$ cat src/rtl/pu_sequencer.sv
// Sequences neuron evaluations through one shared processing unit and feeds the
// results back until they stop changing or the iteration cap is reached.
module pu_sequencer #(
  parameter int unsigned NUM_NEURONS = 4,
  parameter int unsigned IDX_W       = 2,
  parameter int unsigned PU_LATENCY  = 2,
  parameter int unsigned MAX_ITER    = 8
) (
  input  logic                      clk,
  input  logic                      rst,
  input  logic                      start,
  input  logic [31:0]               pu_out,
  output logic                      issue_valid,
  output logic [IDX_W-1:0]          issue_idx,
  output logic                      src_sel,
  output logic [32*NUM_NEURONS-1:0] res_flat,
  output logic [7:0]                iter_cnt,
  output logic                      busy,
  output logic                      done
);

  localparam int unsigned DATA_W = 32;
  localparam int unsigned CNT_W  = 8;
  localparam logic [IDX_W-1:0] LAST_IDX = IDX_W'(NUM_NEURONS - 1);
  localparam logic [CNT_W-1:0] ITER_CAP = CNT_W'(MAX_ITER);

  typedef enum logic [2:0] {
    S_IDLE,
    S_ISSUE,
    S_DRAIN,
    S_CHECK,
    S_DONE
  } state_t;

  state_t state, state_nx;

  logic [PU_LATENCY-1:0] vld_sr;
  logic [IDX_W-1:0]      idx_sr [PU_LATENCY];
  logic                  changed;

  logic                  cap_valid;
  logic [IDX_W-1:0]      cap_idx;
  logic [DATA_W-1:0]     cap_old;
  logic                  drained;
  logic [CNT_W-1:0]      iter_inc;
  logic                  stop;
  logic                  enter_issue;

  logic                  valid_nx;
  logic [IDX_W-1:0]      idx_nx;
  logic                  src_nx;
  logic [CNT_W-1:0]      iter_cnt_nx;
  logic                  busy_nx;
  logic                  done_nx;

  assign cap_valid   = vld_sr[PU_LATENCY-1];
  assign cap_idx     = idx_sr[PU_LATENCY-1];
  assign drained     = ~|vld_sr;
  assign iter_inc    = iter_cnt + 8'd1;
  // Converged only counts once at least one feedback pass has been compared.
  assign stop        = (iter_inc == ITER_CAP) || (!changed && (iter_inc >= 8'd2));
  assign enter_issue = (state_nx == S_ISSUE) && (state != S_ISSUE);

  // State register
  always_ff @(posedge clk) begin
    if (rst) begin
      state <= S_IDLE;
    end else begin
      state <= state_nx;
    end
  end

  // Next-state logic
  always_comb begin
    state_nx = state;
    case (state)
      S_IDLE:  if (start) state_nx = S_ISSUE;
      S_ISSUE: if (issue_idx == LAST_IDX) state_nx = S_DRAIN;
      S_DRAIN: if (drained) state_nx = S_CHECK;
      S_CHECK: state_nx = stop ? S_DONE : S_ISSUE;
      S_DONE:  state_nx = S_IDLE;
      default: state_nx = S_IDLE;
    endcase
  end

  // Output logic: next values of the registered control outputs
  always_comb begin
    valid_nx    = 1'b0;
    idx_nx      = '0;
    src_nx      = src_sel;
    iter_cnt_nx = iter_cnt;
    busy_nx     = (state_nx != S_IDLE);
    done_nx     = (state_nx == S_DONE);
    case (state)
      S_IDLE: begin
        if (start) begin
          valid_nx    = 1'b1;
          src_nx      = 1'b0;
          iter_cnt_nx = '0;
        end
      end
      S_ISSUE: begin
        if (issue_idx != LAST_IDX) begin
          valid_nx = 1'b1;
          idx_nx   = issue_idx + 1'b1;
        end
      end
      S_CHECK: begin
        iter_cnt_nx = iter_inc;
        if (!stop) begin
          valid_nx = 1'b1;
          src_nx   = 1'b1;
        end
      end
      default: ;
    endcase
  end

  // Previous contents of the slot about to be captured
  always_comb begin
    cap_old = '0;
    for (int k = 0; k < int'(NUM_NEURONS); k++) begin
      if (cap_idx == IDX_W'(k)) cap_old = res_flat[DATA_W*k +: DATA_W];
    end
  end

  // Output registers, in-flight tracking and result buffer
  always_ff @(posedge clk) begin
    if (rst) begin
      issue_valid <= 1'b0;
      issue_idx   <= '0;
      src_sel     <= 1'b0;
      iter_cnt    <= '0;
      busy        <= 1'b0;
      done        <= 1'b0;
      vld_sr      <= '0;
      for (int i = 0; i < int'(PU_LATENCY); i++) idx_sr[i] <= '0;
      res_flat    <= '0;
      changed     <= 1'b0;
    end else begin
      issue_valid <= valid_nx;
      issue_idx   <= idx_nx;
      src_sel     <= src_nx;
      iter_cnt    <= iter_cnt_nx;
      busy        <= busy_nx;
      done        <= done_nx;

      vld_sr[0] <= issue_valid;
      idx_sr[0] <= issue_idx;
      for (int i = 1; i < int'(PU_LATENCY); i++) begin
        vld_sr[i] <= vld_sr[i-1];
        idx_sr[i] <= idx_sr[i-1];
      end

      if (enter_issue) changed <= 1'b0;
      if (cap_valid) begin
        for (int k = 0; k < int'(NUM_NEURONS); k++) begin
          if (cap_idx == IDX_W'(k)) res_flat[DATA_W*k +: DATA_W] <= pu_out;
        end
        if (pu_out != cap_old) changed <= 1'b1;
      end
    end
  end

  // Issued indices stay in range and the operand source is fixed within a sweep
  a_idx_range: assert property (@(posedge clk) disable iff (rst)
    issue_valid |-> (issue_idx <= LAST_IDX));
  a_src_stable: assert property (@(posedge clk) disable iff (rst)
    (issue_valid && $past(issue_valid)) |-> $stable(src_sel));

endmodule

$ cat config.mk
export PLATFORM = sky130hd
export DESIGN_NAME = pu_sequencer
export DESIGN_NICKNAME = d
export VERILOG_FILES = /design/src/rtl/pu_sequencer.sv
export SDC_FILE = /design/constraint.sdc
export NUM_CORES = 1
export LEC_CHECK = 0
export CELL_PAD_IN_SITES_DETAIL_PLACEMENT = 0
export CELL_PAD_IN_SITES_GLOBAL_PLACEMENT = 1
export CORE_MARGIN = 1.5
export CORE_UTILIZATION = 38
export DETAILED_ROUTE_END_ITERATION = 6
export GPL_TIMING_DRIVEN = 1
export MAX_ROUTING_LAYER = met4
export PLACE_DENSITY_LB_ADDON = 0.3
export SYNTH_ARGS = -nofsm -noshare
export SYNTH_HDL_FRONTEND = slang
export SYNTH_SLANG_ARGS = --single-unit
$ cat constraint.sdc
create_clock -name clk -period 3.9 [get_ports clk]
set_input_delay 0.585 -clock clk [delete_from_list [all_inputs] [get_ports clk]]
set_output_delay 0.585 -clock clk [all_outputs]
set_load 0.05 [all_outputs]
After elaboration in Yosys (flattened, before gate mapping)
Memory sizes are Yosys's and may differ from the RTL's.
Cells that the tools add are included.
Widths: inputs -> output; s select.
{"block": "totals", "register_bits": 148, "latch_bits": 0, "mem_bits_rw": 4, "romBits": 0, "inputBits": 35, "out_inout_bits": 142, "word_cells": 78, "mem_count": 1}
{"block": "op_classes", "n_addsub": 2, "n_mul": 0, "n_div": 0, "magnitude_cmp": 1, "n_eq_ne": 15, "shift": 0, "muxes": 26, "bitwise": 4, "n_reduce_logical": 16}
{"memory": "idx_sr", "depth": 2, "word_bits": 2, "read_ports": 2, "rd_ports_with_merged_regs": 0, "wr": 2, "line": "38", "rtl": "logic [IDX_W-1:0] idx_sr [PU_LATENCY];"}
{"cell": "$mux 32", "count": 4}
{"cell": "$ne 32x32->1", "count": 1}
{"cell": "$pmux 8 s2", "count": 1}
{"cell": "$mux 3", "count": 4}
{"cell": "$pmux 3 s4", "count": 1}
{"cell": "$mux 1", "count": 11}
{"cell": "$reduce_and 2->1", "count": 5}
{"cell": "$add 8x1->8 const B", "count": 1}
{"cell": "$eq 8x4->1 const B", "count": 1}
{"cell": "$ge 8x2->1 const B", "count": 1}
{"cell": "$mux 8", "count": 1}
{"cell": "$eq 2x2->1 const B", "count": 3}
{"cell": "$eq 3x1->1 const B", "count": 2}
{"cell": "$eq 3x2->1 const B", "count": 2}
{"cell": "$ne 2x2->1 const B", "count": 3}
{"cell": "$mux 2", "count": 2}
{"cell": "$eq 3x3->1 const B", "count": 1}
{"cell": "$logic_not 3->1", "count": 1}
{"cell": "$ne 3x1->1 const B", "count": 1}
{"cell": "$pmux 1 s3", "count": 1}
{"cell": "$reduce_and 3->1", "count": 1}
{"cell": "$reduce_bool 3->1", "count": 1}
{"cell": "$reduce_or 3->1", "count": 1}
{"cell": "$add 2x1->2 const B", "count": 1}
{"cell": "other kinds (10)", "count": 13}

Depth between registers and ports, before layout
Gate-level depths: netlist (run 1).
{"block": "logic_depth", "ltp_word": 11, "depth_mapped": 10}

Worst setup path before layout (run 1)
OpenSTA, ideal clock, no wires.
{"block": "synth_path", "kind": "register to register", "startpoint": "register res_flat[100]", "endpoint": "register changed", "arrival_ns": 2.362, "t_required_ns": 3.783, "path_slack_ns": 1.420, "path_stages_with_launch": 7, "n_path_buf": 0, "synth_period_minus_slack_ns": 2.480, "path_cell_list": "dfxtp_1 -> mux4_2 -> xnor2_1 -> o2111ai_1 -> or4_1 -> or4_1 -> a32o_1"}
{"block": "synth_via", "elab_chain_cells": 4}
{"element": "start, declared", "line": "16", "rtl": "output logic [32*NUM_NEURONS-1:0] res_flat,"}
{"element": "start signal, assigned by index", "line": "158", "rtl": "if (cap_idx == IDX_W'(k)) res_flat[DATA_W*k +: DATA_W] <= pu_out;"}
{"element": "$mux 32", "line": "123", "rtl": "if (cap_idx == IDX_W'(k)) cap_old = res_flat[DATA_W*k +: DATA_W];"}
{"element": "$ne 32x32->1", "line": "160", "rtl": "if (pu_out != cap_old) changed <= 1'b1;"}
{"element": "$mux 1", "line": "160"}
{"element": "$mux 1", "line": "156", "rtl": "if (cap_valid) begin"}
{"element": "end signal, assigned", "line": "139", "rtl": "changed <= 1'b0;"}
{"element": "end signal, assigned", "line": "155", "rtl": "if (enter_issue) changed <= 1'b0;"}
{"element": "end signal, assigned", "line": "160"}
{"element": "end, declared", "line": "39", "rtl": "logic changed;"}
Every way passes these cells.
A chain may end at the register's enable or synchronous reset.

==> flow_summary.html, run 1 <==
<table>
<tr><th>Metric</th><th>Value</th></tr>
<tr><th colspan="2">Status</th></tr>
<tr><td>Result of the run</td><td>finished, final reports clean</td></tr>
<tr><th colspan="2">STA</th></tr>
<tr><td>Tightest Pin Transition</td><td>1.059 ns</td></tr>
<tr><td>Number of failing setup endpoints in the final timing report</td><td>0</td></tr>
<tr><td>Clock period minus worst slack</td><td>3.248 ns</td></tr>
<tr><td>Skew final</td><td>0.005638 ns</td></tr>
<tr><td>Setup TNS Final</td><td>0 ns</td></tr>
<tr><td>Period utilization</td><td>83.27%</td></tr>
<tr><td>Setup repair after global routing missed its margin</td><td>false</td></tr>
<tr><td>Achievable clock frequency</td><td>307.9 MHz</td></tr>
<tr><td>Remaining max-slew budget at the tightest pin</td><td>29.39%</td></tr>
<tr><td>Max-slew violations</td><td>0</td></tr>
<tr><td>Slack of the critical path</td><td>0.6525 ns</td></tr>
<tr><td>Hold violation total from the final report</td><td>0</td></tr>
<tr><td>Hold Worst Slack</td><td>0.4480 ns</td></tr>
<tr><th colspan="2">Floorplan</th></tr>
<tr><td>Chip height</td><td>136.0 um</td></tr>
<tr><td>Starting utilization of the core area</td><td>38.85%</td></tr>
<tr><td>I/O Pins</td><td>177</td></tr>
<tr><td>Die Wd</td><td>136.0 um</td></tr>
<tr><td>Core footprint</td><td>17,300 sq um</td></tr>
<tr><td>Row count</td><td>48</td></tr>
<tr><td>Area of the die</td><td>18,490 sq um</td></tr>
<tr><th colspan="2">Placed design</th></tr>
<tr><td>Dpl cells</td><td>1,150</td></tr>
<tr><td>GPL Wtd Cong</td><td>0.8719</td></tr>
<tr><td>Final HPWL from detailed placement</td><td>14.38 mm</td></tr>
<tr><td>Cell area after placement</td><td>8557 sq um</td></tr>
<tr><td>Number of buffer cells added on primary ports</td><td>176</td></tr>
<tr><td>Post-place setup slack</td><td>0.6388 ns</td></tr>
<tr><th colspan="2">Power</th></tr>
<tr><td>Portion of total power attributed to sequential cells</td><td>43.8%</td></tr>
<tr><td>Comb pwr share</td><td>6.8%</td></tr>
<tr><td>Leak pwr</td><td>3.023 nW</td></tr>
<tr><td>Clock network fraction of design power</td><td>49.4%</td></tr>
<tr><td>Sw frac</td><td>22.37%</td></tr>
<tr><td>Pwr Density</td><td>393.2 nW/um^2</td></tr>
<tr><td>Switching pwr</td><td>0.8085 mW</td></tr>
<tr><td>Total Power</td><td>3.615 mW</td></tr>
<tr><td>Int Pwr</td><td>2.806 mW</td></tr>
<tr><td>Worst IR Drop VDD</td><td>0.3441 mV</td></tr>
<tr><th colspan="2">Finish</th></tr>
<tr><td>Share of the core filled with cells in the final layout</td><td>53.15%</td></tr>
<tr><td>Number of nets at the end of the flow</td><td>982</td></tr>
<tr><td>Count of non-filler cells in the finished layout</td><td>1,180</td></tr>
<tr><td>Layout cell share with drive strength beyond 1</td><td>7.120%</td></tr>
<tr><td>Area used by sequential logic in the layout</td><td>3045 sq um</td></tr>
<tr><td>Leading cell types in the layout, fill and taps excluded</td><td>274 x sky130_fd_sc_hd__nand2_1, 175 x sky130_fd_sc_hd__clkdlybuf4s50_1, 150 x sky130_fd_sc_hd__dfxtp_1</td></tr>
<tr><td>Area Growth Syn to Fin</td><td>36.81%</td></tr>
<tr><td>Filler Cell Count</td><td>1,625</td></tr>
<tr><td>Design Area, Final</td><td>9194 sq um</td></tr>
<tr><td>Most common library cell in the layout ignoring fill and taps</td><td>sky130_fd_sc_hd__nand2_1</td></tr>
<tr><td>Antenna cell count</td><td>0</td></tr>
<tr><td>Area used by multi-input combinational logic</td><td>3388 sq um</td></tr>
<tr><th colspan="2">Setup path</th></tr>
<tr><td>Required time of the critical path</td><td>4.22 ns</td></tr>
<tr><td>Setup slack on the worst flop-to-flop path</td><td>0.65 ns</td></tr>
<tr><td>Crit-path leading delay family</td><td>simple AND/OR/NAND/NOR gates</td></tr>
<tr><td>Cell occurring most often along the worst timing path</td><td>sky130_fd_sc_hd__or4_1</td></tr>
<tr><td>Peak fanout along the critical path</td><td>24</td></tr>
<tr><td>Stage delay of the slowest cell on the critical path</td><td>0.78 ns</td></tr>
<tr><td>Max stage delay cell, worst path</td><td>sky130_fd_sc_hd__dfxtp_2</td></tr>
<tr><td>Number of buffer and inverter stages on the critical path</td><td>1</td></tr>
<tr><td>Crit start category</td><td>register</td></tr>
<tr><td>Worst setup path class</td><td>register to register</td></tr>
<tr><td>Data arrival time of the worst path</td><td>3.57 ns</td></tr>
<tr><td>Sequence of cells on the critical path</td><td>buf_4, mux4_2, xnor2_1, o2111ai_1, or4_1, or4_1, a32o_1</td></tr>
<tr><td>CP Capture Type</td><td>register</td></tr>
<tr><th colspan="2">Yosys</th></tr>
<tr><td>Post-synth net total</td><td>843</td></tr>
<tr><td>Part of the Yosys area used for sequential elements</td><td>45.28%</td></tr>
<tr><td>Post-synth EDFFs</td><td>0</td></tr>
<tr><td>Post-synthesis instance total</td><td>805</td></tr>
<tr><td>Most used DFF post-synth</td><td>sky130_fd_sc_hd__dfxtp_1</td></tr>
<tr><td>Synth Cell Area</td><td>6720 sq um</td></tr>
<tr><td>Synth async-reset ratio</td><td>0%</td></tr>
<tr><td>Mean post-synth cell area</td><td>8.348 sq um</td></tr>
<tr><td>Flops &amp; latches, synth</td><td>152</td></tr>
<tr><td>Unique cell type count in the Yosys netlist</td><td>43</td></tr>
<tr><td>Number of warnings printed during yosys synthesis</td><td>0</td></tr>
<tr><th colspan="2">Global routing</th></tr>
<tr><td>Global-route wire length before repair</td><td>33.38 mm</td></tr>
<tr><td>Largest net degree at the start of global routing</td><td>100</td></tr>
<tr><td>Vias in the first global route</td><td>5,657</td></tr>
<tr><td>Antenna violations before repair</td><td>0</td></tr>
<tr><td>Gr ovfl total</td><td>0</td></tr>
<tr><td>Total global-route track usage</td><td>24.69%</td></tr>
<tr><th colspan="2">Detailed routing</th></tr>
<tr><td>DRC marker count from the first detailed-route iteration</td><td>421</td></tr>
<tr><td>Number of routed nets with antenna violations</td><td>0</td></tr>
<tr><td>Initial DRT Pass Iterations</td><td>6</td></tr>
<tr><td>Total detailed-routing wirelength</td><td>21.85 mm</td></tr>
<tr><td>Drt drc</td><td>0</td></tr>
<tr><td>Total length of routed met2 wires</td><td>9.742 mm</td></tr>
<tr><td>Wirelength per Cell</td><td>18.52 um</td></tr>
<tr><td>Max layer used</td><td>met4</td></tr>
<tr><td>Met3 wire length</td><td>1.652 mm</td></tr>
<tr><td>Metal1 wirelength</td><td>9.980 mm</td></tr>
<tr><td>Vias/cell</td><td>5.314</td></tr>
<tr><td>Total number of vias</td><td>6,271</td></tr>
<tr><th colspan="2">CTS</th></tr>
<tr><td>Number of setup buffers added after CTS</td><td>0</td></tr>
<tr><td>Clock Tree Root</td><td>sky130_fd_sc_hd__clkbuf_16</td></tr>
<tr><td>CTS H-tree lvls</td><td>4</td></tr>
<tr><td>Maximum number of buffers from clock root to sink</td><td>2</td></tr>
<tr><td>Clock sink total</td><td>152</td></tr>
<tr><td>Worst-path clk slew</td><td>0.06 ns</td></tr>
<tr><td>Latest clock arrival within the worst-skew pair</td><td>0.43 ns</td></tr>
<tr><td>Hold buffer count at CTS</td><td>0</td></tr>
<tr><td>Resized Gates After CTS</td><td>0</td></tr>
<tr><td>Total clock buffers created by CTS</td><td>17</td></tr>
<tr><td>TritonCTS clock tree</td><td>built</td></tr>
<tr><th colspan="2">Run</th></tr>
<tr><td>Max_cap viols</td><td>0</td></tr>
<tr><th colspan="2">Hold path</th></tr>
<tr><td>Worst min-delay path category</td><td>register to register</td></tr>
</table>
[metal layers]
layer,up-vias,global-route usage [%]
met1,2981,34.21
met5,-,-
met2,262,35.53
met3,33,5.145
li1,2995,-
met4,0,8.865
[state kept, by name, indices dropped and copies added, names as in the netlist]
register,cells
idx_sr,4
res_flat,128
changed,1
busy,1
issue_valid,1
issue_idx,2
vld_sr,2
src_sel,1
iter_cnt,8
state,3
done,1
[area by class of cell]
cell class	count	area share (%)
multi-input cells	584	36.85
flip-flops and latches	152	33.12
repair buffers	185	19.87
clock buffers	22	5.376
well taps	225	3.062
clock inverters	8	1.551
inverters	4	0.1633
[worst paths after layout]
| check | from | to | cells past startpoint |
|---|---|---|---|
| max | idx_sr[0][2]$_SDFF_PP0_ | changed$_SDFF_PP0_ | 7 |
| min | idx_sr[0][0]$_SDFF_PP0_ | idx_sr[0][2]$_SDFF_PP0_ | 1 |
| max reg2reg | idx_sr[0][2]$_SDFF_PP0_ | changed$_SDFF_PP0_ | 7 |
| min reg2reg | idx_sr[0][0]$_SDFF_PP0_ | idx_sr[0][2]$_SDFF_PP0_ | 1 |
[kinds of logic (layout without fill, tap and decap cells)]
family,Yosys count,after routing,synth area share [%]
compound gates,162,162,12.88
xor+xnor,37,37,4.822
fa+ha+maj,3,3,0.5586
buf+inv,69,219,4.673
flops,152,152,45.28
mux,39,39,10.98
simple gates,343,343,20.80
[power groups by stage]
stage          sequential [mW]  clock, mW  combinational, mW
2_1_floorplan             1.65          0              0.102
3_3_place_gp              1.62          0              0.246
3_5_place_dp              1.62          0              0.245
4_1_cts                   1.58       1.80              0.246
5_1_grt                   1.58       1.86              0.264
6_report                  1.58       1.78              0.247
[cells in the mapped netlist, drive strengths merged, types with 4 or more instances]
master  number  area (sq um)
inv          4         15.01
buf          8         85.07
mux4        25         596.8
clkbuf      57         214.0
xor2        19         166.4
nor4         5         31.28
nand3        8         40.04
mux2i       13         130.1
nor2        21         78.83
a31oi        5         31.28
nor2b        7         43.79
xnor2       18         157.7
o21ai        5         25.02
a21oi      138         690.7
nor3         9         45.04
nand2      274          1028
dfxtp      152          3043
(Power assumes the default switching activity.)
==> inputs of run 2 (changes only) <==
--- a/config.mk
+++ b/config.mk
@@ -8,7 +8,7 @@
 export CELL_PAD_IN_SITES_DETAIL_PLACEMENT = 0
 export CELL_PAD_IN_SITES_GLOBAL_PLACEMENT = 1
 export CORE_MARGIN = 1.5
-export CORE_UTILIZATION = 38
+export CORE_UTILIZATION = 32
 export DETAILED_ROUTE_END_ITERATION = 6
 export GPL_TIMING_DRIVEN = 1
 export MAX_ROUTING_LAYER = met4
==> constraint.sdc (replaced) <==
create_clock -name clk -period 2.7 [get_ports clk]
set_input_delay 0.405 -clock clk [delete_from_list [all_inputs] [get_ports clk]]
set_output_delay 0.405 -clock clk [all_outputs]
set_load 0.05 [all_outputs]
==> flow_summary.html, run 2 (synthesis results as in run 1) <==
<table>
<tr><th>Metric</th><th>Value</th></tr>
<tr><th colspan="2">Finish</th></tr>
<tr><td>Filler Cell Count</td><td>1,982</td></tr>
<tr><td>Largest regs</td><td>res_flat: 128 flops, iter_cnt: 8 flops, idx_sr: 4 flops</td></tr>
<tr><td>Area used by sequential logic in the layout</td><td>3050 sq um</td></tr>
<tr><td>Most common library cell in the layout ignoring fill and taps</td><td>sky130_fd_sc_hd__nand2_1</td></tr>
<tr><td>Largest register FFs</td><td>128</td></tr>
<tr><td>Top register by number of flip-flops</td><td>res_flat</td></tr>
<tr><td>Share of the core filled with cells in the final layout</td><td>46.96%</td></tr>
<tr><td>Layout cell share with drive strength beyond 1</td><td>11.43%</td></tr>
<tr><td>Number of nets at the end of the flow</td><td>1,014</td></tr>
<tr><td>Area Growth Syn to Fin</td><td>42.75%</td></tr>
<tr><td>Area used by multi-input combinational logic</td><td>3450 sq um</td></tr>
<tr><td>Leading cell types in the layout, fill and taps excluded</td><td>274 x sky130_fd_sc_hd__nand2_1, 175 x sky130_fd_sc_hd__clkdlybuf4s50_1, 150 x sky130_fd_sc_hd__dfxtp_1</td></tr>
<tr><th colspan="2">Detailed routing</th></tr>
<tr><td>Total number of vias</td><td>6,301</td></tr>
<tr><td>DRC marker count from the first detailed-route iteration</td><td>429</td></tr>
<tr><td>Drt drc</td><td>0</td></tr>
<tr><td>Number of routed nets with antenna violations</td><td>0</td></tr>
<tr><td>Initial DRT Pass Iterations</td><td>5</td></tr>
<tr><td>Total detailed-routing wirelength</td><td>23.32 mm</td></tr>
<tr><td>Wirelength per Cell</td><td>18.51 um</td></tr>
<tr><td>Vias/cell</td><td>5.001</td></tr>
<tr><th colspan="2">Setup path</th></tr>
<tr><td>Terminus of the critical flop-to-flop path</td><td>changed$_SDFF_PP0_</td></tr>
<tr><td>Worst setup path class</td><td>register to register</td></tr>
<tr><td>Peak fanout along the critical path</td><td>6</td></tr>
<tr><td>Setup slack on the worst flop-to-flop path</td><td>0.04 ns</td></tr>
<tr><td>Number of cells on the worst reg-to-reg path</td><td>6</td></tr>
<tr><td>Required time of the critical path</td><td>3.02 ns</td></tr>
<tr><td>CP Capture Type</td><td>register</td></tr>
<tr><td>Data arrival time of the worst path</td><td>2.98 ns</td></tr>
<tr><td>Startpoint of the worst register-to-register path</td><td>idx_sr[0][3]$_SDFF_PP0_</td></tr>
<tr><td>Crit start category</td><td>register</td></tr>
<tr><th colspan="2">Floorplan</th></tr>
<tr><td>Starting utilization of the core area</td><td>32.89%</td></tr>
<tr><td>Chip height</td><td>147.9 um</td></tr>
<tr><td>Die Wd</td><td>147.9 um</td></tr>
<tr><td>Core footprint</td><td>20,430 sq um</td></tr>
<tr><td>Row count</td><td>52</td></tr>
<tr><td>I/O Pins</td><td>177</td></tr>
<tr><td>Area of the die</td><td>21,880 sq um</td></tr>
<tr><th colspan="2">Hold path</th></tr>
<tr><td>Terminating pin of the worst hold path</td><td>idx_sr[0][2]$_SDFF_PP0_</td></tr>
<tr><td>Hold path startpoint</td><td>idx_sr[0][0]$_SDFF_PP0_</td></tr>
<tr><td>Worst min-delay path category</td><td>register to register</td></tr>
<tr><td>WHS Path Cells</td><td>1</td></tr>
<tr><th colspan="2">STA</th></tr>
<tr><td>Remaining max-slew budget at the tightest pin</td><td>34.26%</td></tr>
<tr><td>Number of failing setup endpoints in the final timing report</td><td>0</td></tr>
<tr><td>Slack of the critical path</td><td>0.04411 ns</td></tr>
<tr><td>Clock period minus worst slack</td><td>2.656 ns</td></tr>
<tr><td>Tightest Pin Transition</td><td>0.9861 ns</td></tr>
<tr><td>Hold violation total from the final report</td><td>0</td></tr>
<tr><td>Max-slew violations</td><td>0</td></tr>
<tr><td>Skew final</td><td>0.008732 ns</td></tr>
<tr><td>Setup TNS Final</td><td>0 ns</td></tr>
<tr><td>Achievable clock frequency</td><td>376.5 MHz</td></tr>
<tr><td>Hold Worst Slack</td><td>0.4469 ns</td></tr>
<tr><td>Period utilization</td><td>98.37%</td></tr>
<tr><th colspan="2">Global routing</th></tr>
<tr><td>Antenna violations before repair</td><td>1</td></tr>
<tr><td>Gr ovfl total</td><td>0</td></tr>
<tr><td>Total global-route track usage</td><td>22.07%</td></tr>
<tr><td>Global-route wire length before repair</td><td>35.65 mm</td></tr>
<tr><td>Global Route met2 Usage</td><td>34.21%</td></tr>
<tr><td>Busiest layer in global routing</td><td>met2</td></tr>
<tr><td>GR Util met3</td><td>5.309%</td></tr>
<tr><td>Vias in the first global route</td><td>6,077</td></tr>
<tr><td>Largest net degree at the start of global routing</td><td>90</td></tr>
<tr><td>GR Util met1</td><td>28.67%</td></tr>
<tr><th colspan="2">Status</th></tr>
<tr><td>Result of the run</td><td>finished, final reports clean</td></tr>
<tr><th colspan="2">Run</th></tr>
<tr><td>Max_cap viols</td><td>0</td></tr>
<tr><th colspan="2">Placed design</th></tr>
<tr><td>GPL Wtd Cong</td><td>0.7690</td></tr>
<tr><td>Number of buffer cells added on primary ports</td><td>176</td></tr>
<tr><td>Post-place setup slack</td><td>-0.02580 ns</td></tr>
<tr><td>Final HPWL from detailed placement</td><td>15.91 mm</td></tr>
<tr><th colspan="2">CTS</th></tr>
<tr><td>Clock Tree Root</td><td>sky130_fd_sc_hd__clkbuf_16</td></tr>
<tr><td>Maximum number of buffers from clock root to sink</td><td>2</td></tr>
<tr><td>Worst-path clk slew</td><td>0.06 ns</td></tr>
<tr><td>Clock sink total</td><td>152</td></tr>
<tr><td>Total clock buffers created by CTS</td><td>17</td></tr>
<tr><td>Latest clock arrival within the worst-skew pair</td><td>0.43 ns</td></tr>
<tr><td>TritonCTS clock tree</td><td>built</td></tr>
<tr><td>CTS H-tree lvls</td><td>4</td></tr>
<tr><th colspan="2">Power</th></tr>
<tr><td>Leak pwr</td><td>3.202 nW</td></tr>
<tr><td>Worst IR Drop VDD</td><td>0.3908 mV</td></tr>
<tr><td>Pwr Density</td><td>529.5 nW/um^2</td></tr>
</table>
run 2: cell types whose count changed in the layout (fill, tap and decap cells not counted), moves of 3 or more:
| cell | before | now |
|---|---|---|
| sky130_fd_sc_hd__buf_12 | 0 | 5 |
| sky130_fd_sc_hd__buf_4 | 10 | 36 |
| sky130_fd_sc_hd__clkinv_2 | 3 | 6 |
| sky130_fd_sc_hd__xnor2_1 | 18 | 12 |
| sky130_fd_sc_hd__xnor2_2 | 0 | 5 |
run 2: cell type report:
type / count / share of cell area [%]
timing repair buffer: 217 / 22.38
multi-input combinational: 584 / 35.96
clock inverter: 12 / 1.291
antenna: 1 / 0.02609
inverter: 4 / 0.1565
tap: 270 / 3.522
clock buffer: 20 / 4.865
sequential: 152 / 31.80
run 2: how the worst max path moves through the flow:
| stage | to | startpoint | slack, ns | depth (start not counted) |
|---|---|---|---|---|
| 2_1_floorplan | changed$_SDFF_PP0_ | res_flat[100]$_SDFFE_PP0P_ | 0.22 | 6 |
| 3_3_place_gp | changed$_SDFF_PP0_ | idx_sr[0][3]$_SDFF_PP0_ | -0.006 | 8 |
| 3_5_place_dp | changed$_SDFF_PP0_ | idx_sr[0][2]$_SDFF_PP0_ | -0.03 | 7 |
| 4_1_cts | changed$_SDFF_PP0_ | idx_sr[0][2]$_SDFF_PP0_ | 0.0002 | 7 |
| 5_1_grt | changed$_SDFF_PP0_ | idx_sr[0][2]$_SDFF_PP0_ | -0.004 | 7 |
| 6_report | changed$_SDFF_PP0_ | idx_sr[0][3]$_SDFF_PP0_ | 0.04 | 6 |
run 2: routing by layer:
layer	share of wire (%)	routed length [um]
met1	44	10280
met3	7.1	1649
met2	47	10930
met5	0	0
met4	2.0	467
run 2: timing repair:
item	in CTS	in global routing
buffers inserted	0	1
endpoints found under the setup margin	1	1
hold buffers	0	0
gates resized for setup	2	11
pin swaps	0	1
gates cloned	0	1
run 2: per-stage QoR:
stage / cells / cell area [sq um] / total power, mW
after CTS: 1257 / 9503 / 5.111
final: 1260 / 9593 / 5.080
after detailed placement: 1225 / 8902 / 2.724
after floorplan: 805 / 6720 / 2.534
after global routing: 1260 / 9593 / 5.251
after global placement: 1225 / 8902 / 2.724
run 2: report_power, final:
part | internal (mW) | leakage, nW | total, mW | switching (mW)
clock network | 1.43 | 0.296 | 2.39 | 0.964
registers | 2.26 | 1.23 | 2.28 | 0.0201
logic | 0.162 | 1.68 | 0.403 | 0.242
total | 3.85 | 3.20 | 5.08 | 1.23
run 2: critical path: stages (launching register included):
cell and delay, ns:
sky130_fd_sc_hd__dfxtp_4 0.42, sky130_fd_sc_hd__mux4_2 0.52, sky130_fd_sc_hd__xnor2_1 0.21, sky130_fd_sc_hd__o2111ai_1 0.19, sky130_fd_sc_hd__or4_1 0.52, sky130_fd_sc_hd__or4_1 0.42, sky130_fd_sc_hd__a32o_1 0.27
==> inputs of run 3 (changes only) <==
--- a/config.mk
+++ b/config.mk
@@ -7,7 +7,7 @@
 export LEC_CHECK = 0
 export CELL_PAD_IN_SITES_DETAIL_PLACEMENT = 0
 export CELL_PAD_IN_SITES_GLOBAL_PLACEMENT = 1
-export CORE_MARGIN = 1.5
+export CORE_MARGIN = 5
 export CORE_UTILIZATION = 32
 export DETAILED_ROUTE_END_ITERATION = 6
 export GPL_TIMING_DRIVEN = 1
==> flow_summary.html, run 3 (synthesis results as in run 1) <==
<table>
<tr><th>Metric</th><th>Value</th></tr>
<tr><th colspan="2">CTS</th></tr>
<tr><td>Latest clock arrival within the worst-skew pair</td><td>0.43 ns</td></tr>
<tr><td>TritonCTS clock tree</td><td>built</td></tr>
<tr><td>Clock Tree Root</td><td>sky130_fd_sc_hd__clkbuf_16</td></tr>
<tr><td>Hold buffer count at CTS</td><td>0</td></tr>
<tr><td>Total clock buffers created by CTS</td><td>17</td></tr>
<tr><td>CTS H-tree lvls</td><td>4</td></tr>
<tr><td>Clock sink total</td><td>152</td></tr>
<tr><td>Worst-path clk slew</td><td>0.06 ns</td></tr>
<tr><td>Maximum number of buffers from clock root to sink</td><td>2</td></tr>
<tr><th colspan="2">Finish</th></tr>
<tr><td>Leading cell types in the layout, fill and taps excluded</td><td>274 x sky130_fd_sc_hd__nand2_1, 175 x sky130_fd_sc_hd__clkdlybuf4s50_1, 150 x sky130_fd_sc_hd__dfxtp_1</td></tr>
<tr><td>Share of the core filled with cells in the final layout</td><td>46.99%</td></tr>
<tr><td>Design Area, Final</td><td>9784 sq um</td></tr>
<tr><td>Most common library cell in the layout ignoring fill and taps</td><td>sky130_fd_sc_hd__nand2_1</td></tr>
<tr><td>Antenna cell count</td><td>0</td></tr>
<tr><td>Layout cell share with drive strength beyond 1</td><td>12.75%</td></tr>
<tr><td>Number of nets at the end of the flow</td><td>1,032</td></tr>
<tr><td>Top register by number of flip-flops</td><td>res_flat</td></tr>
<tr><td>Largest regs</td><td>res_flat: 128 flops, iter_cnt: 8 flops, idx_sr: 4 flops</td></tr>
<tr><td>Area Growth Syn to Fin</td><td>45.60%</td></tr>
<tr><td>Count of non-filler cells in the finished layout</td><td>1,279</td></tr>
<tr><td>Largest register FFs</td><td>128</td></tr>
<tr><th colspan="2">Global routing</th></tr>
<tr><td>Global-route wire length before repair</td><td>36.74 mm</td></tr>
<tr><td>Gr ovfl total</td><td>0</td></tr>
<tr><td>Total global-route track usage</td><td>20.35%</td></tr>
<tr><td>Largest net degree at the start of global routing</td><td>60</td></tr>
<tr><td>Antenna violations before repair</td><td>0</td></tr>
<tr><td>Vias in the first global route</td><td>6,068</td></tr>
<tr><th colspan="2">Floorplan</th></tr>
<tr><td>Chip height</td><td>154.9 um</td></tr>
<tr><td>Starting utilization of the core area</td><td>32.27%</td></tr>
<tr><td>I/O Pins</td><td>177</td></tr>
<tr><td>Row count</td><td>53</td></tr>
<tr><td>Area of the die</td><td>24,000 sq um</td></tr>
<tr><td>Core footprint</td><td>20,820 sq um</td></tr>
<tr><td>Die Wd</td><td>154.9 um</td></tr>
<tr><th colspan="2">Setup path</th></tr>
<tr><td>Setup slack on the worst flop-to-flop path</td><td>0.07 ns</td></tr>
<tr><td>Worst path depth</td><td>7</td></tr>
<tr><td>Sequence of cells on the critical path</td><td>buf_12, mux4_1, xnor2_2, nand4_1, a211o_1, or4_4, a32o_1</td></tr>
<tr><td>Destination of the critical timing path</td><td>changed$_SDFF_PP0_</td></tr>
<tr><td>Crit-path leading delay family</td><td>simple AND/OR/NAND/NOR gates</td></tr>
<tr><td>Worst setup path class</td><td>register to register</td></tr>
<tr><td>Terminus of the critical flop-to-flop path</td><td>changed$_SDFF_PP0_</td></tr>
<tr><td>Max stage delay cell, worst path</td><td>sky130_fd_sc_hd__mux4_1</td></tr>
<tr><td>Data arrival time of the worst path</td><td>2.95 ns</td></tr>
<tr><td>Start point of the critical path</td><td>idx_sr[0][2]$_SDFF_PP0_</td></tr>
<tr><td>Startpoint of the worst register-to-register path</td><td>idx_sr[0][2]$_SDFF_PP0_</td></tr>
<tr><td>Number of buffer and inverter stages on the critical path</td><td>1</td></tr>
<tr><td>Required time of the critical path</td><td>3.02 ns</td></tr>
<tr><td>Peak fanout along the critical path</td><td>6</td></tr>
<tr><td>Number of cells on the worst reg-to-reg path</td><td>7</td></tr>
<tr><td>Crit start category</td><td>register</td></tr>
<tr><td>CP Capture Type</td><td>register</td></tr>
<tr><td>Stage delay of the slowest cell on the critical path</td><td>0.60 ns</td></tr>
<tr><th colspan="2">Hold path</th></tr>
<tr><td>Worst min-delay path category</td><td>register to register</td></tr>
<tr><th colspan="2">Detailed routing</th></tr>
<tr><td>DRC marker count from the first detailed-route iteration</td><td>379</td></tr>
<tr><td>Total number of vias</td><td>6,380</td></tr>
<tr><td>Wirelength per Cell</td><td>19.13 um</td></tr>
<tr><td>Drt drc</td><td>0</td></tr>
<tr><td>Vias/cell</td><td>4.988</td></tr>
<tr><td>Number of routed nets with antenna violations</td><td>0</td></tr>
<tr><td>Total detailed-routing wirelength</td><td>24.47 mm</td></tr>
<tr><td>Initial DRT Pass Iterations</td><td>5</td></tr>
<tr><th colspan="2">Power</th></tr>
<tr><td>Leak pwr</td><td>3.310 nW</td></tr>
<tr><td>Pwr Density</td><td>540.8 nW/um^2</td></tr>
<tr><td>Total Power</td><td>5.292 mW</td></tr>
<tr><td>Worst IR Drop VDD</td><td>0.4245 mV</td></tr>
<tr><th colspan="2">STA</th></tr>
<tr><td>Skew final</td><td>0.01077 ns</td></tr>
<tr><td>Slack of the critical path</td><td>0.06953 ns</td></tr>
<tr><td>Hold violation total from the final report</td><td>0</td></tr>
<tr><td>Remaining max-slew budget at the tightest pin</td><td>36.98%</td></tr>
<tr><td>Setup TNS Final</td><td>0 ns</td></tr>
<tr><td>Tightest Pin Transition</td><td>0.9453 ns</td></tr>
<tr><td>Hold Worst Slack</td><td>0.4617 ns</td></tr>
<tr><td>Max-slew violations</td><td>0</td></tr>
<tr><td>Achievable clock frequency</td><td>380.2 MHz</td></tr>
<tr><td>Clock period minus worst slack</td><td>2.630 ns</td></tr>
<tr><td>Period utilization</td><td>97.42%</td></tr>
<tr><td>Number of failing setup endpoints in the final timing report</td><td>0</td></tr>
<tr><th colspan="2">Placed design</th></tr>
<tr><td>Post-place setup slack</td><td>-0.06503 ns</td></tr>
<tr><td>Final HPWL from detailed placement</td><td>16.84 mm</td></tr>
<tr><td>GPL Wtd Cong</td><td>0.8368</td></tr>
<tr><td>Dpl cells</td><td>1,234</td></tr>
<tr><td>Cell area after placement</td><td>8964 sq um</td></tr>
<tr><td>Number of buffer cells added on primary ports</td><td>176</td></tr>
<tr><th colspan="2">Run</th></tr>
<tr><td>Max_cap viols</td><td>0</td></tr>
<tr><th colspan="2">Status</th></tr>
<tr><td>Result of the run</td><td>finished, final reports clean</td></tr>
</table>
run 3: cell count changes in the layout (fill, tap and decap cells not counted), moves of 2 or more:
cell                        change
sky130_fd_sc_hd__buf_12         +2
sky130_fd_sc_hd__buf_6          +2
sky130_fd_sc_hd__buf_4         +14
sky130_fd_sc_hd__clkinv_2       -3
sky130_fd_sc_hd__bufinv_16      +3
sky130_fd_sc_hd__xnor2_1        +2
run 3: worst min-delay path by stage:
| stage | start | to | cells past startpoint |
|---|---|---|---|
| floorplan | idx_sr[0][0]$_SDFF_PP0_ | idx_sr[0][2]$_SDFF_PP0_ | 1 |
| global placement | vld_sr[0]$_SDFF_PP0_ | vld_sr[1]$_SDFF_PP0_ | 1 |
| detailed placement | src_sel$_SDFFE_PP0P_ | src_sel$_SDFFE_PP0P_ | 2 |
| CTS | src_sel$_SDFFE_PP0P_ | src_sel$_SDFFE_PP0P_ | 2 |
| global route | src_sel$_SDFFE_PP0P_ | src_sel$_SDFFE_PP0P_ | 2 |
| finish | src_sel$_SDFFE_PP0P_ | src_sel$_SDFFE_PP0P_ | 2 |
run 3: area by class of cell:
| class | count | area, sq um |
|---|---|---|
| flip-flops and latches | 152 | 3050 |
| multi-input cells | 584 | 3430 |
| fillers | 2052 | 11040 |
| inverters | 4 | 15.01 |
| clock buffers | 20 | 456.7 |
| repair buffers | 235 | 2315 |
| clock inverters | 9 | 173.9 |
| well taps | 275 | 344.1 |
run 3: tightest hold or removal path: cells and delay by family (launching register included):
family           cells  cell delay [ns]
AND/OR/NAND/NOR      1             0.05
AO/OA/AOI/OAI        1             0.05
flip-flops           1             0.31
run 3: report_power, final:
part | switching (mW) | internal, mW
registers | 0.0203 | 2.26
logic | 0.242 | 0.167
clock network | 0.928 | 1.67
total | 1.19 | 4.10
run 3: layer usage:
layer  global-route usage [%]  routed length (um)  part of all wire (%)  up-vias
met1                    25.23               10270                    42     3050
met3                    6.120                2051                   8.4       18
li1                         -                   -                     -     3102
met5                        -                   0                     0        -
met2                    33.17               11910                    49      210
met4                    4.037                 245                   1.0        0
run 3: repair_timing:
item,in CTS,in global routing
pin swaps,0,3
hold endpoints to repair,0,0
setup endpoints to repair,1,1
buffers inserted,0,15
resized for setup,1,15
gates cloned,0,1
